--- src/rtl/mips_pkg.sv ---
// -----------------------------------------------------------------------------
// mips_pkg
// Shared definitions for the MIPS pipeline multiply/divide unit.
//   muldiv_op_e     : ctrl encodings presented to b_muldiv
//   muldiv_state_e  : b_muldiv sequencer states
//   MULDIV_ITER     : radix-2 iterations per multiply/divide
//   abs32()         : two's-complement magnitude, optionally signed
// -----------------------------------------------------------------------------
package mips_pkg;

   typedef enum logic [2:0] {
      OP_MULT  = 3'b000,
      OP_MULTU = 3'b001,
      OP_DIV   = 3'b010,
      OP_DIVU  = 3'b011,
      OP_MTHI  = 3'b100,
      OP_MTLO  = 3'b101,
      OP_NOP0  = 3'b110,
      OP_NOP1  = 3'b111
   } muldiv_op_e;

   typedef enum logic [1:0] {
      ST_IDLE = 2'd0,
      ST_RUN  = 2'd1,
      ST_FIX  = 2'd2
   } muldiv_state_e;

   localparam int MULDIV_ITER = 32;
   localparam int MULDIV_CNT_W = $clog2(MULDIV_ITER);

   // Magnitude of a 32-bit value. 0x80000000 maps to itself, which is the
   // correct unsigned magnitude of -2^31.
   function automatic logic [31:0] abs32(input logic [31:0] val, input logic is_signed);
      abs32 = (is_signed && val[31]) ? (~val + 32'd1) : val;
   endfunction

endpackage

--- src/rtl/b_muldiv_step.sv ---
// -----------------------------------------------------------------------------
// b_muldiv_step
// One radix-2 iteration of the multiply/divide datapath (purely combinational).
//   i_op_div  : 0 = shift-add multiply step, 1 = restoring divide step
//   i_acc     : 64-bit working register
//                 multiply: {partial product high, remaining multiplier bits}
//                 divide  : {partial remainder, dividend bits / quotient bits}
//   i_opnd    : multiplicand (multiply) or divisor (divide) magnitude
//   o_acc     : working register after this iteration
// -----------------------------------------------------------------------------
module b_muldiv_step
   import mips_pkg::*;
(
   input  logic        i_op_div,
   input  logic [63:0] i_acc,
   input  logic [31:0] i_opnd,
   output logic [63:0] o_acc
);

   logic [32:0] mul_sum;
   logic [32:0] div_part;
   logic        div_fits;
   logic [31:0] div_diff;

   // Multiply: add the multiplicand into the high half when the current
   // multiplier bit (LSB) is set, then shift the whole accumulator right.
   assign mul_sum = {1'b0, i_acc[63:32]} + {1'b0, i_opnd};

   // Divide: shift the next dividend bit into the partial remainder (33 bits
   // wide) and try to subtract. When it fits the result is below the divisor,
   // so a 32-bit modular difference holds it exactly.
   assign div_part = {i_acc[63:32], i_acc[31]};
   assign div_fits = (div_part >= {1'b0, i_opnd});
   assign div_diff = div_part[31:0] - i_opnd;

   always_comb begin
      // NOTE: every combinational output gets a default first so no path
      // leaves it unassigned and a latch can never be inferred.
      o_acc = i_acc;
      if (i_op_div) begin
         if (div_fits) begin
            o_acc = {div_diff, i_acc[30:0], 1'b1};
         end else begin
            o_acc = {div_part[31:0], i_acc[30:0], 1'b0};
         end
      end else begin
         if (i_acc[0]) begin
            o_acc = {mul_sum, i_acc[31:1]};
         end else begin
            o_acc = {1'b0, i_acc[63:32], i_acc[31:1]};
         end
      end
   end

endmodule

--- src/rtl/b_muldiv.sv ---
// -----------------------------------------------------------------------------
// b_muldiv
// Iterative 32-bit multiply/divide unit with architectural HI/LO registers.
// MULT/MULTU/DIV/DIVU take 33 cycles (32 iterations + sign fix-up);
// MTHI/MTLO write on the start edge.
//   i_b_muldiv_clk        : clock, rising edge
//   i_b_muldiv_rst_n      : asynchronous active-low reset
//   i_b_muldiv_start      : request, sampled only while idle
//   i_b_muldiv_ctrl       : operation (see mips_pkg::muldiv_op_e)
//   i_b_muldiv_operand_1  : rs - multiplicand / dividend / MTHI-MTLO source
//   i_b_muldiv_operand_2  : rt - multiplier / divisor
//   i_b_muldiv_flush      : abort in-flight operation, blocks a new start
//   o_b_muldiv_busy       : multi-cycle operation in flight
//   o_b_muldiv_done       : one-cycle pulse when new HI/LO first visible
//   o_b_muldiv_hi/_lo     : HI / LO registers
// -----------------------------------------------------------------------------
module b_muldiv
   import mips_pkg::*;
(
   input  logic        i_b_muldiv_clk,
   input  logic        i_b_muldiv_rst_n,
   input  logic        i_b_muldiv_start,
   input  logic [2:0]  i_b_muldiv_ctrl,
   input  logic [31:0] i_b_muldiv_operand_1,
   input  logic [31:0] i_b_muldiv_operand_2,
   input  logic        i_b_muldiv_flush,
   output logic        o_b_muldiv_busy,
   output logic        o_b_muldiv_done,
   output logic [31:0] o_b_muldiv_hi,
   output logic [31:0] o_b_muldiv_lo
);

   muldiv_state_e           state_q, state_d;
   logic [MULDIV_CNT_W-1:0] cnt_q, cnt_d;
   logic [63:0]             acc_q, acc_d;
   logic [31:0]             opnd_q, opnd_d;
   logic                    is_div_q, is_div_d;
   logic                    neg_res_q, neg_res_d;   // negate product / quotient
   logic                    neg_rem_q, neg_rem_d;   // negate remainder
   logic                    div_zero_q, div_zero_d;
   logic [31:0]             hi_q, hi_d;
   logic [31:0]             lo_q, lo_d;
   logic                    done_q, done_d;

   muldiv_op_e  op;
   logic        op_signed;
   logic        op_div;
   logic [63:0] step_acc;
   logic        cnt_last;
   logic [63:0] prod_fix;
   logic [31:0] quo_fix;
   logic [31:0] rem_fix;

   assign op        = muldiv_op_e'(i_b_muldiv_ctrl);
   assign op_signed = ~i_b_muldiv_ctrl[0];
   assign op_div    = i_b_muldiv_ctrl[1];
   assign cnt_last  = (cnt_q == MULDIV_CNT_W'(MULDIV_ITER - 1));

   b_muldiv_step u_step (
      .i_op_div (is_div_q),
      .i_acc    (acc_q),
      .i_opnd   (opnd_q),
      .o_acc    (step_acc)
   );

   // Sign correction applied in FIX. Divide-by-zero needs no special remainder
   // handling: the magnitude datapath leaves |dividend| in the remainder and
   // re-applying the dividend sign restores the value as supplied.
   assign prod_fix = neg_res_q ? (~acc_q + 64'd1) : acc_q;
   assign quo_fix  = neg_res_q ? (~acc_q[31:0] + 32'd1) : acc_q[31:0];
   assign rem_fix  = neg_rem_q ? (~acc_q[63:32] + 32'd1) : acc_q[63:32];

   always_comb begin
      state_d    = state_q;
      cnt_d      = cnt_q;
      acc_d      = acc_q;
      opnd_d     = opnd_q;
      is_div_d   = is_div_q;
      neg_res_d  = neg_res_q;
      neg_rem_d  = neg_rem_q;
      div_zero_d = div_zero_q;
      hi_d       = hi_q;
      lo_d       = lo_q;
      done_d     = 1'b0;

      unique case (state_q)
         ST_IDLE: begin
            if (i_b_muldiv_start && !i_b_muldiv_flush) begin
               unique case (op)
                  OP_MULT, OP_MULTU, OP_DIV, OP_DIVU: begin
                     acc_d      = {32'd0, abs32(i_b_muldiv_operand_1, op_signed)};
                     opnd_d     = abs32(i_b_muldiv_operand_2, op_signed);
                     is_div_d   = op_div;
                     neg_res_d  = op_signed & (i_b_muldiv_operand_1[31] ^ i_b_muldiv_operand_2[31]);
                     neg_rem_d  = op_signed & i_b_muldiv_operand_1[31];
                     div_zero_d = op_div & (i_b_muldiv_operand_2 == 32'd0);
                     cnt_d      = '0;
                     state_d    = ST_RUN;
                  end
                  OP_MTHI: hi_d = i_b_muldiv_operand_1;
                  OP_MTLO: lo_d = i_b_muldiv_operand_1;
                  default: ;
               endcase
            end
         end

         ST_RUN: begin
            if (i_b_muldiv_flush) begin
               state_d = ST_IDLE;
            end else begin
               acc_d = step_acc;
               cnt_d = cnt_q + 1'b1;
               if (cnt_last) begin
                  state_d = ST_FIX;
               end
            end
         end

         ST_FIX: begin
            state_d = ST_IDLE;
            if (!i_b_muldiv_flush) begin
               if (is_div_q) begin
                  lo_d = div_zero_q ? 32'hFFFF_FFFF : quo_fix;
                  hi_d = rem_fix;
               end else begin
                  {hi_d, lo_d} = prod_fix;
               end
               done_d = 1'b1;
            end
         end

         default: state_d = ST_IDLE;
      endcase
   end

   // NOTE: the datapath registers are reset along with the control state;
   // they are few and a defined value keeps simulation X-free after reset.
   always_ff @(posedge i_b_muldiv_clk or negedge i_b_muldiv_rst_n) begin
      if (!i_b_muldiv_rst_n) begin
         state_q    <= ST_IDLE;
         cnt_q      <= '0;
         acc_q      <= '0;
         opnd_q     <= '0;
         is_div_q   <= 1'b0;
         neg_res_q  <= 1'b0;
         neg_rem_q  <= 1'b0;
         div_zero_q <= 1'b0;
         hi_q       <= '0;
         lo_q       <= '0;
         done_q     <= 1'b0;
      end else begin
         // NOTE: non-blocking assignments so every flop samples the values
         // from before this edge, independent of statement order.
         state_q    <= state_d;
         cnt_q      <= cnt_d;
         acc_q      <= acc_d;
         opnd_q     <= opnd_d;
         is_div_q   <= is_div_d;
         neg_res_q  <= neg_res_d;
         neg_rem_q  <= neg_rem_d;
         div_zero_q <= div_zero_d;
         hi_q       <= hi_d;
         lo_q       <= lo_d;
         done_q     <= done_d;
      end
   end

   assign o_b_muldiv_busy = (state_q != ST_IDLE);
   assign o_b_muldiv_done = done_q;
   assign o_b_muldiv_hi   = hi_q;
   assign o_b_muldiv_lo   = lo_q;

endmodule

--- config.mk ---
export PLATFORM = sky130hd
export DESIGN_NAME = b_muldiv
export DESIGN_NICKNAME = d
export VERILOG_FILES = /design/src/rtl/mips_pkg.sv /design/src/rtl/b_muldiv_step.sv /design/src/rtl/b_muldiv.sv
export SDC_FILE = /design/constraint.sdc
export NUM_CORES = 1
export LEC_CHECK = 0
export ABC_AREA = 1
export CELL_PAD_IN_SITES_DETAIL_PLACEMENT = 1
export CELL_PAD_IN_SITES_GLOBAL_PLACEMENT = 2
export CORE_MARGIN = 3
export CORE_UTILIZATION = 34
export DETAILED_ROUTE_END_ITERATION = 8
export HOLD_SLACK_MARGIN = 0.05
export PLACE_DENSITY = 0.89
export SLEW_MARGIN = 30
export SYNTH_ARGS = -nofsm -noshare
export SYNTH_HDL_FRONTEND = slang
export SYNTH_SLANG_ARGS = --single-unit
--- constraint.sdc ---
create_clock -name i_b_muldiv_clk -period 7.11 [get_ports i_b_muldiv_clk]
set_input_delay 1.422 -clock i_b_muldiv_clk [delete_from_list [all_inputs] [get_ports i_b_muldiv_clk]]
set_output_delay 1.422 -clock i_b_muldiv_clk [all_outputs]
set_load 0.1 [all_outputs]
# Yosys cells after proc, flatten, opt, wreduce, memory -nomap -nowiden
# Cells that the tools add are included.
# classes
order_cmp	1
bitwise	10
add_sub_neg	8
eq_ne	15
n_reduce_logical	16
n_mux	34
# ops
operator	count
2-to-1 mux 64 bit	7
2-to-1 mux 32 bit	13
adder 32 x 1 -> 32 bit (second input constant)	4
inverter 32 bit	4
one-hot mux 32 bit (2 select lines)	2
one-hot mux 64 bit (2 select lines)	1
adder 64 x 1 -> 64 bit (second input constant)	1
inverter 64 bit	1
adder 32 x 32 -> 33 bit	1
greater-or-equal comparator 33 x 32 -> 1 bit	1
zero test 32 bit	1
subtractor 32 bit	1
2-to-1 mux 5 bit	3
AND reduction 4 bit	3
one-hot mux 5 bit (2 select lines)	1
2-to-1 mux 2 bit	4
== test 3 x 2 -> 1 bit (second input constant)	2
== test 3 bit (second input constant)	2
!= test 2 x 1 -> 1 bit (second input constant)	3
!= test 2 bit (second input constant)	3
AND reduction 3 bit	2
nonzero test 2 bit	3
adder 5 x 1 -> 5 bit (second input constant)	1
== test 5 bit (second input constant)	1
14 further kinds	19
# totals
out_inout_bits	66
inputBits	71
ff_bits	172

# Logic depth before layout (Yosys ltp)
# Gate-level depths: netlist of run 1.
# logic_depth
depth_word	7
depth_mapped	18

# Modules after synthesis
# Synthesis of run 1 repeated with hierarchy kept, for this count alone.
# unflattened
cells_unflattened	3164
hier_area_um2	18164.9
# modules_own_cells
module	area_each_um2	cells_each	seq_area_each_um2	instances
b_muldiv	11646.2	1791	4304.1	1
b_muldiv_step	6518.8	1373	0.0	1

# Least setup slack after synthesis of run 1
# No wires, ideal clock.
# synth_timing
path_type	input port to flip-flop
from	input port i_b_muldiv_operand_1[1]
to	register acc_q[28]
cell_stages	12
t_arrival_ps	2762
path_buffers	0
slack_ps	4270
required_ps	7033
setup_time_ps	77
cell_sequence	inv_1 > ha_1 > nand3_1 > nor2_2 > nand3_1 > nand2_2 > nand2_1 > a21oi_2 > o21ai_0 > nand2_1 > nand3_1 > a21oi_1
# synth_between
elab_chain_cells	6
# synth_rtl
element	line_no	source
start, declared	b_muldiv.sv:24	input logic [31:0] i_b_muldiv_operand_1,
inverter 32 bit	mips_pkg.sv:34	abs32 = (is_signed && val[31]) ? (~val + 32'd1) : val;
adder 32 x 1 -> 32 bit	mips_pkg.sv:34	
2-to-1 mux 32 bit	mips_pkg.sv:34	
2-to-1 mux 64 bit	b_muldiv.sv:89	unique case (op)
2-to-1 mux 64 bit	b_muldiv.sv:88	if (i_b_muldiv_start && !i_b_muldiv_flush) begin
one-hot mux 64 bit (2 select lines)	b_muldiv.sv:86	unique case (state_q)
end signal, assigned	b_muldiv.sv:142	acc_q <= '0;
end signal, assigned	b_muldiv.sv:156	acc_q <= acc_d;
end, declared	b_muldiv.sv:35	logic [63:0] acc_q, acc_d;
# No other way between the ends. The select of a mux whose other input is x is not followed.
# A chain may end at the register's enable or synchronous reset.

# Final worst setup path of run 1
# layout_timing
from	input port i_b_muldiv_flush
to	register acc_q[18]
# layout_between
elab_chain_cells	4
# layout_rtl
element	line_no	source
start, declared	b_muldiv.sv:26	input logic i_b_muldiv_flush,
zero test 1 bit	-	
logical AND 1 bit	b_muldiv.sv:88	
!= test 2 bit (no line)	-	
AND reduction 4 bit (no line) *	-	
# Every way passes the cells marked *; elsewhere a longest branch is shown, timed or not.

==> results.tsv, run 1 <==
stage	metric	value	unit
outcome	status	complete, no violations	
die	DIE AREA	53320	sq um
yosys	Netlist cell types	47	
global_routing	initial antenna violation count	1	
timing	Hold Fails Final Rpt	0	
critical_path	Worst Setup Start Kind	input pin	
yosys	Synth top area share	25.03	%
critical_path	Max stage delay on crit path	0.56	ns
final_layout	area of the multi-input gates	11050	sq um
cts	setup bufs post-CTS	0	
timing	unrepaired setup endpoints after global routing	no	
power_and_ir_drop	peak supply drop	0.2376	mV
final_layout	Seq. cell area	4305	sq um
power_and_ir_drop	P_int	3.199	mW
timing	clk_skew	0.009289	ns
die	Die Height	230.9	microns
yosys	Seq/Total Area, Yosys	25.03	%
cts	CTS max path bufs	2	
global_routing	largest net degree at the start of global routing	67	
placement	PortBufs	136	
timing	min cycle time layout	3.823	ns
die	Die X-Extent	230.9	microns
power_and_ir_drop	Clk network pwr share	12.3	%
global_routing	vias in the first global route	20920	
cts	Clock transition at path regs	0.08	ns
final_layout	Finished Core Util	40.03	%
critical_path	CP top delay family	buffers and inverters	
drt	Initial DRT Pass Iterations	7	
yosys	Mapped Cells	2934	
final_layout	diodes inserted	0	
timing	Setup TNS	0	ns
cts	clock sinks	172	
final_layout	Final nets	3162	
critical_path	crit path DAT	4.25	ns
critical_path	crit path capture	acc_q[18]$_DFFE_PN0P_	
critical_path	Reg-to-Reg End	acc_q[43]$_DFFE_PN0P_	
yosys	Yosys top cell by area	dfrtp_1	
power_and_ir_drop	Logic pwr share	66.4	%
global_routing	Global Route Usage Sum	30.38	%
cts	CTS tree	yes	
yosys	Mapped Nets	3077	
critical_path	Levels on crit path	10	
final_layout	layout cell share with drive strength beyond 1	3.892	%
power_and_ir_drop	power per cell area	405.7	nW/um^2
yosys	EDFF count, synth	0	
placement	placed insts	3664	
die	I/O pin count	137	
critical_path	worst path buffer plus inverter count	5	
timing	final count of pins violating max slew	0	
placement	pre-CTS setup slack	2.804	ns
die	core area	49460	sq um
hold_path	class of the worst hold path	flop to flop	
timing	FMAX	0.2616	GHz
yosys	share of flip-flops with an asynchronous set or reset	100.0	%
cts	cts bufs inserted	17	
placement	gpl congestion	0.9850	
power_and_ir_drop	Sw Share	60.18	%
final_layout	Syn-to-layout area delta	15.13	%
yosys	Post-Syn Area per Cell	5.862	sq um
critical_path	worst r2r src	acc_q[47]$_DFFE_PN0P_	
timing	setup slack after layout	3.287	ns
power_and_ir_drop	leakage power	9.746	nW
critical_path	Req. time, crit path	7.53	ns
power_and_ir_drop	P_sw	4.834	mW
critical_path	critical path's slowest cell	buf_4	
drt	Via Count	20250	
cts	CTS Hold Bufs	0	
yosys	top-count cell post-synth	nand2_1	
timing	final setup vio count	0	
cts	H-tree levels	4	
drt	vias per std cell	5.479	
placement	placed wire-length estimate	65390	microns
global_routing	gr ovfl total	0	
drt	DRT antenna net count	0	
yosys	Ys Warns	0	
yosys	Mapped Area	17200	sq um
yosys	Synth area leaders	dfrtp_1 (25%), nand2_1 (18%), nor2_1 (8.8%)	
job	MaxCap Viol Count	0	
yosys	Yosys reg bits	172	
final_layout	Filler cells	6808	
final_layout	Non-Filler Instances	3696	
cts	root buf cell	clkbuf_16	
critical_path	Worst path most repeated cell	buf_4	
drt	DRC viols	0	
yosys	dominant synthesized flop cell	dfrtp_1	
drt	final WL	81720	microns
cts	Clock Latency Late Sink	0.51	ns
die	row cnt	81	
timing	Max-Slew Margin vs Limit	32.56	%
die	Starting Density	34.77	%
critical_path	setup slack, reg-to-reg	3.83	ns
drt	1st-iter DRT viols	1378	
yosys	most instantiated cells after synthesis	nand2_1 (818), nor2_1 (403), inv_1 (382)	
global_routing	global-route wire length before repair	124300	microns
critical_path	worst-path maximum fanout	56	
critical_path	Worst Setup Path Type	input pin to flop	
critical_path	FF-to-FF path depth	13	
power_and_ir_drop	sequential share of power	21.3	%
drt	WL/cell	22.11	microns
critical_path	crit end category	flop	
critical_path	crit-path cells	clkdlybuf4s50_1 > nor2_1 > nand3_2 > buf_4 > inv_1 > nor2_4 > buf_4 > buf_4 > nor2_1 > a22oi_1	
timing	Worst Max-Slew Pin Slew	1.009	ns
timing	Period Utilization, post-route	53.77	%
cts	PostCTS Resize Cnt	0	
critical_path	crit path from	i_b_muldiv_flush	
power_and_ir_drop	Pwr Total	8.033	mW
flip-flops by register name (all words and copies together), names as in the netlist, 2 cells and up:
| register | cells |
|---|---|
| acc_q | 64 |
| o_b_muldiv_lo | 32 |
| opnd_q | 32 |
| state_q | 2 |
| o_b_muldiv_hi | 32 |
| cnt_q | 5 |
logic make-up after synthesis:
group,after synthesis,share of synthesized area (%)
buf+inv,488,10.88
simple gates,1624,39.54
flops,172,25.03
fa+ha+maj,72,5.326
compound gates,527,16.62
xor+xnor,51,2.597
power by group through the flow:
stage          sequential (mW)  clock [mW]  combinational (mW)
4_1_cts                   1.70        1.00                5.31
3_5_place_dp              1.72           0                5.29
3_3_place_gp              1.71           0                5.20
6_report                  1.71       0.985                5.34
2_1_floorplan             2.28           0                2.90
5_1_grt                   1.74        1.03                5.82
worst min path at each step:
stage | to | startpoint | depth (start not counted) | slack [ns]
3_3_place_gp | o_b_muldiv_lo[24]$_DFFE_PN0P_ | o_b_muldiv_lo[24]$_DFFE_PN0P_ | 2 | 0.47
6_report | o_b_muldiv_lo[31]$_DFFE_PN0P_ | o_b_muldiv_lo[31]$_DFFE_PN0P_ | 2 | 0.50
4_1_cts | o_b_muldiv_lo[17]$_DFFE_PN0P_ | o_b_muldiv_lo[17]$_DFFE_PN0P_ | 2 | 0.50
3_5_place_dp | o_b_muldiv_lo[17]$_DFFE_PN0P_ | o_b_muldiv_lo[17]$_DFFE_PN0P_ | 2 | 0.48
2_1_floorplan | div_zero_q$_DFFE_PN0P_ | div_zero_q$_DFFE_PN0P_ | 2 | 0.45
5_1_grt | o_b_muldiv_lo[31]$_DFFE_PN0P_ | o_b_muldiv_lo[31]$_DFFE_PN0P_ | 2 | 0.52
tightest hold or removal path, cell delays in order, from the launching register on:
cell and delay, ns:
dfrtp_1 0.35, nand2_1 0.05, o21ai_0 0.06
through the flow:
stage / instance area (sq um) / hold WS, ns
floorplan: 17200 / 0.4534
global placement: 19220 / 0.4693
detailed placement: 19220 / 0.4810
CTS: 19800 / 0.4996
global route: 19800 / 0.5191
finish: 19800 / 0.4982
cell type report:
class | count | share of cell area [%]
Tap cell | 664 | 4.196
Sequential cell | 172 | 21.74
Timing Repair Buffer | 164 | 7.943
Inverter | 390 | 7.393
Multi-Input combinational cell | 2274 | 55.79
Clock buffer | 17 | 2.149
Clock inverter | 15 | 0.7836
per-layer routing:
metal  vias to the layer above  GRT usage, %  share of wire [%]
li1                       9668             -                  -
met1                      9877         35.51                 41
met2                       536         54.86                 50
met3                       169         4.171                4.3
met4                         0         14.08                4.7
met5                         -             0                  0
cells in the final DEF (no fill, tap or decap), types with 5 or more instances in the layout:
master	instances
inv_6	5
ha_1	70
inv_1	381
nor2_4	5
or2_2	6
clkdlybuf4s50_1	135
o21bai_1	10
nor3_1	37
a21oi_2	6
a22oi_1	12
nor2_1	399
o21ai_1	12
buf_4	28
clkbuf_16	17
nand2_1	818
nor4_1	8
xnor2_1	18
o31ai_1	6
dfrtp_1	171
a31oi_1	23
nor2_2	14
nand4_1	41
o211ai_1	16
o21ai_0	186
nand3_1	258
xor2_1	33
clkinvlp_4	5
nand3b_1	17
inv_2	5
a21oi_1	241
nand2_2	9
No activity file was read; power rests on OpenSTA's default activity.
==> run 2: changes to the inputs <==
- CORE_UTILIZATION: 34 -> 32
- PLACE_DENSITY: 0.89 -> 0.85
- clock period: 7.11 -> 3.8 ns (I/O delays scaled with it)
==> results.tsv, run 2 (synthesis gave the netlist of run 1 again) <==
stage	metric	value	unit
cts	PostCTS Resize Cnt	0	
power_and_ir_drop	leakage power	9.980	nW
drt	DRT antenna net count	0	
final_layout	diodes inserted	0	
drt	final WL	85530	microns
timing	final setup vio count	0	
timing	Period Utilization, post-route	80.19	%
hold_path	class of the worst hold path	input pin to asynchronous set/reset pin	
placement	PortBufs	136	
final_layout	most frequent cells in the layout	nand2_1 (818), nor2_1 (399), inv_1 (380)	
global_routing	vias in the first global route	21510	
timing	min cycle time layout	3.047	ns
critical_path	worst-path maximum fanout	4	
timing	Worst Max-Slew Pin Slew	1.028	ns
critical_path	Worst Setup Path Type	flop to primary output	
die	DIE AREA	56560	sq um
final_layout	Syn-to-layout area delta	17.40	%
drt	Initial DRT Pass Iterations	6	
global_routing	initial antenna violation count	0	
final_layout	area of the multi-input gates	11050	sq um
cts	clock sinks	172	
final_layout	Filler cells	7074	
timing	final count of pins violating max slew	0	
final_layout	Top reg by flops	acc_q	
critical_path	Reg-to-Reg End	o_b_muldiv_hi[14]$_DFFE_PN0P_	
drt	vias per std cell	5.472	
final_layout	Seq. cell area	4305	sq um
critical_path	crit-path cells	nor2_1 > inv_1 > clkdlybuf4s50_1	
drt	Via Count	20550	
drt	1st-iter DRT viols	1141	
drt	DRC viols	0	
critical_path	FF-to-FF path depth	13	
job	MaxCap Viol Count	0	
timing	FMAX	0.3282	GHz
die	I/O pin count	137	
drt	WL/cell	22.77	microns
die	row cnt	84	
critical_path	worst r2r src	acc_q[32]$_DFFE_PN0P_	
cts	H-tree levels	4	
timing	Hold Fails Final Rpt	0	
critical_path	setup slack, reg-to-reg	0.80	ns
power_and_ir_drop	Pwr Total	15.34	mW
cts	CTS tree	yes	
cts	CTS max path bufs	2	
final_layout	layout cell share with drive strength beyond 1	5.117	%
final_layout	commonest non-fill, non-tap cell in the layout	nand2_1	
cts	Clock Latency Late Sink	0.52	ns
timing	unrepaired setup endpoints after global routing	no	
final_layout	max FFs per register	64	
timing	Max-Slew Margin vs Limit	31.23	%
global_routing	gr ovfl total	0	
timing	clk_skew	0.02227	ns
final_layout	Finished Core Util	38.19	%
critical_path	crit end category	primary output	
timing	Setup TNS	0	ns
placement	placed wire-length estimate	68740	microns
critical_path	Worst Setup Start Kind	flop	
final_layout	Final nets	3198	
die	core area	52870	sq um
die	Starting Density	32.53	%
power_and_ir_drop	power per cell area	759.8	nW/um^2
cts	CTS Hold Bufs	0	
die	Die Height	237.8	microns
critical_path	crit path DAT	2.29	ns
global_routing	global-route wire length before repair	129700	microns
critical_path	Req. time, crit path	3.04	ns
cts	cts bufs inserted	17	
global_routing	Global Route Usage Sum	30.35	%
cts	root buf cell	clkbuf_16	
power_and_ir_drop	peak supply drop	0.4151	mV
critical_path	Max stage delay on crit path	1.12	ns
global_routing	largest net degree at the start of global routing	88	
cts	setup bufs post-CTS	0	
timing	Worst Hold Margin	0.3018	ns
critical_path	critical path's slowest cell	clkdlybuf4s50_1	
cts	Clock transition at path regs	0.08	ns
outcome	status	complete, no violations	
die	Die X-Extent	237.8	microns
placement	gpl congestion	0.9704	
## run 2: layout make-up
type	count	area share (%)
clock buffer	17	2.107
multi-input combinational	2274	54.71
tap	688	4.263
sequential	172	21.32
clock inverter	15	0.9791
timing repair buffer	200	9.364
inverter	390	7.250
## run 2: power by group
part           internal (mW)  switching, mW
Sequential              2.34          0.597
Clock                   1.01          0.989
Combinational           2.89           7.52
Total                   6.23           9.11
## run 2: worst max path at each step
stage          depth (start not counted)               startpoint  slack [ns]                           end
3_3_place_gp                          12  i_b_muldiv_operand_1[0]        0.46         acc_q[27]$_DFFE_PN0P_
6_report                               3   state_q[0]$_DFFE_PN0P_        0.75               o_b_muldiv_busy
4_1_cts                                3   state_q[0]$_DFFE_PN0P_        0.72               o_b_muldiv_busy
5_1_grt                               15    acc_q[32]$_DFFE_PN0P_        0.57         acc_q[47]$_DFFE_PN0P_
2_1_floorplan                         12     acc_q[0]$_DFFE_PN0P_        1.41  o_b_muldiv_hi[6]$_DFFE_PN0P_
3_5_place_dp                          10  i_b_muldiv_operand_1[0]        0.39         acc_q[31]$_DFFE_PN0P_
## run 2: metal layers
layer | track usage, % | vias to the layer above | share of wire [%]
li1 | - | 9758 | -
met1 | 35.74 | 10130 | 42
met2 | 53.72 | 482 | 49
met3 | 3.710 | 179 | 3.3
met4 | 16.76 | 0 | 5.8
met5 | 0 | - | 0
## run 2: critical path: cells and delay by family, from the launching register on
family	cells	cell delay [ns]
flops	1	0.45
simple gates	1	0.13
buf+inv	2	1.19
## run 2: metrics by stage
step                worst slack, ns  std cells  cell area (sq um)
floorplan                     1.408       2934              17200
global placement             0.4613       3724              19570
detailed placement           0.3933       3724              19570
CTS                          0.7185       3756              20190
global route                 0.5657       3756              20190
finish                       0.7527       3756              20190
==> run 3: changes to the inputs <==
- CORE_UTILIZATION: 32 -> 29
- PLACE_DENSITY: 0.85 -> 0.81
- clock period: 3.8 -> 2.67 ns (I/O delays scaled with it)
==> results.tsv, run 3 (synthesis gave the netlist of run 1 again) <==
stage	metric	value	unit
outcome	status	complete, no violations	
critical_path	worst-path maximum fanout	17	
critical_path	worst path buffer plus inverter count	3	
global_routing	initial antenna violation count	0	
power_and_ir_drop	power per cell area	1088	nW/um^2
drt	Initial DRT Pass Iterations	5	
job	MaxCap Viol Count	0	
timing	Worst Max-Slew Pin Slew	0.7677	ns
timing	unrepaired setup endpoints after global routing	yes	
final_layout	Syn-to-layout area delta	26.50	%
power_and_ir_drop	sequential share of power	17.6	%
critical_path	crit end category	flop	
drt	Via Count	21120	
power_and_ir_drop	P_sw	13.52	mW
final_layout	layout cell share with drive strength beyond 1	13.33	%
timing	clk_skew	0.01761	ns
cts	Clock transition at path regs	0.08	ns
die	I/O pin count	137	
drt	final WL	89120	microns
power_and_ir_drop	Pwr Total	23.67	mW
timing	final count of pins violating max slew	0	
critical_path	FF-to-FF path depth	14	
cts	root buf cell	clkbuf_16	
global_routing	global-route wire length before repair	134700	microns
power_and_ir_drop	leakage power	10.96	nW
final_layout	diodes inserted	0	
drt	vias per std cell	5.263	
critical_path	setup slack, reg-to-reg	0.06	ns
final_layout	Seq. cell area	4313	sq um
die	Die X-Extent	249.5	microns
drt	DRT antenna net count	0	
drt	met2 WL	44670	microns
timing	FMAX	0.3829	GHz
die	row cnt	88	
final_layout	area of the multi-input gates	11220	sq um
hold_path	hold depth	2	
die	core area	58140	sq um
drt	WL/cell	22.21	microns
power_and_ir_drop	Clk network pwr share	11.7	%
drt	met3 wire length	2654	microns
power_and_ir_drop	Sw Share	57.13	%
timing	min cycle time layout	2.612	ns
placement	placed wire-length estimate	73860	microns
timing	Max-Slew Margin vs Limit	48.28	%
critical_path	CP top delay family	simple AND/OR/NAND/NOR gates	
critical_path	Worst Setup Path Type	flop to flop	
hold_path	class of the worst hold path	flop to flop	
critical_path	Worst Setup Start Kind	flop	
critical_path	worst r2r src	acc_q[40]$_DFFE_PN0P_	
power_and_ir_drop	peak supply drop	0.7452	mV
placement	gpl congestion	0.9651	
final_layout	Final nets	3379	
critical_path	Req. time, crit path	3.03	ns
timing	Worst Hold Margin	0.4973	ns
cts	CTS max path bufs	2	
global_routing	gr ovfl total	0	
critical_path	crit-path cells	ha_1 > nand2_1 > inv_2 > nand2_1 > nor2_2 > nand4_1 > nand3_4 > nand2_4 > buf_4 > a21oi_4 > buf_12 > nand2_1 > nand4_1 > nand2_1	
global_routing	vias in the first global route	22250	
die	Die Height	249.5	microns
power_and_ir_drop	P_int	10.15	mW
die	Starting Density	29.58	%
die	DIE AREA	62260	sq um
drt	top sig layer	met4	
critical_path	Max stage delay on crit path	0.46	ns
critical_path	crit path DAT	2.97	ns
timing	Period Utilization, post-route	97.81	%
timing	Hold Fails Final Rpt	0	
drt	DRC viols	0	
timing	final setup vio count	0	
drt	1st-iter DRT viols	1404	
drt	routed length on met1	37020	microns
final_layout	max FFs per register	64	
hold_path	WHS Endpoint	o_b_muldiv_lo[31]$_DFFE_PN0P_	
timing	setup slack after layout	0.05834	ns
global_routing	Global Route Usage Sum	28.28	%
critical_path	critical path's slowest cell	dfrtp_1	
global_routing	largest net degree at the start of global routing	60	
cts	CTS tree	yes	
final_layout	commonest non-fill, non-tap cell in the layout	nand2_1	
placement	pre-CTS setup slack	-0.1571	ns
placement	PortBufs	136	
cts	Clock Latency Late Sink	0.52	ns
final_layout	Filler cells	7762	
critical_path	Worst path most repeated cell	nand2_1	
final_layout	most frequent cells in the layout	nand2_1 (813), nor2_1 (394), inv_1 (382)	
cts	cts bufs inserted	17	
cts	H-tree levels	4	
cts	setup bufs post-CTS	0	
final_layout	Top reg by flops	acc_q	
power_and_ir_drop	Logic pwr share	70.6	%
cts	clock sinks	172	
critical_path	Reg-to-Reg End	acc_q[55]$_DFFE_PN0P_	
hold_path	worst hold start	o_b_muldiv_lo[31]$_DFFE_PN0P_	
[run 3: cell count changes in the layout (fill, tap and decap cells not counted), moves of 6 or more]
| cell | change |
|---|---|
| buf_12 | +9 |
| buf_4 | +236 |
| clkdlybuf4s50_1 | -65 |
| dfrtp_1 | -6 |
| dfrtp_2 | +6 |
| ha_1 | -6 |
[run 3: layout make-up]
| cell class | count | share of cell area (%) |
|---|---|---|
| inverters | 390 | 6.735 |
| clock inverters | 13 | 0.7361 |
| flip-flops and latches | 172 | 19.82 |
| multi-input cells | 2274 | 51.55 |
| clock buffers | 18 | 2.019 |
| well taps | 765 | 4.400 |
| repair buffers | 381 | 14.73 |
[run 3: worst min-delay path: stages, from the launching register on]
cell and delay, ns:
dfrtp_1 0.35, nand2_1 0.05, o21ai_0 0.06
[run 3: what timing repair did]
item,CTS,global route
endpoints found under the setup margin,1,35
resized for setup,1,42
hold endpoints to repair,55,0
hold buffers,1,0
pin swaps,0,3
[run 3: metal layers]
metal,up-vias,global-route usage [%]
met3,187,2.689
met2,492,51.08
met5,-,0
li1,10120,-
met1,10320,33.15
met4,0,14.62
[run 3: worst max path at each step]
stage | startpoint | end | slack [ns] | cells after the start
after CTS | opnd_q[5]$_DFFE_PN0P_ | acc_q[52]$_DFFE_PN0P_ | 0.03 | 14
after global placement | i_b_muldiv_flush | opnd_q[0]$_DFFE_PN0P_ | -0.15 | 7
after floorplan | acc_q[0]$_DFFE_PN0P_ | o_b_muldiv_hi[6]$_DFFE_PN0P_ | 0.28 | 12
final | acc_q[40]$_DFFE_PN0P_ | acc_q[55]$_DFFE_PN0P_ | 0.06 | 14
after global routing | opnd_q[6]$_DFFE_PN0P_ | acc_q[40]$_DFFE_PN0P_ | -0.05 | 15
after detailed placement | i_b_muldiv_operand_2[1] | opnd_q[28]$_DFFE_PN0P_ | -0.16 | 12
[run 3: power by group through the flow]
stage	clock (mW)	sequential [mW]	combinational [mW]
after floorplan	0	6.07	7.73
after global placement	0	4.16	16.1
after detailed placement	0	4.18	16.3
after CTS	2.84	4.14	16.4
after global routing	2.91	4.27	18.1
final	2.78	4.17	16.7
[run 3: metrics by stage]
| stage | utilization [%] | setup TNS (ns) | std cells | area, sq um |
|---|---|---|---|---|
| after floorplan | - | 0 | 2934 | 17200 |
| after global placement | 36.06 | -0.2771 | 3981 | 20970 |
| after detailed placement | 36.06 | -1.000 | 3981 | 20970 |
| after CTS | 37.11 | 0 | 4013 | 21580 |
| after global routing | 37.42 | -0.1362 | 4013 | 21760 |
| final | 37.42 | 0 | 4013 | 21760 |
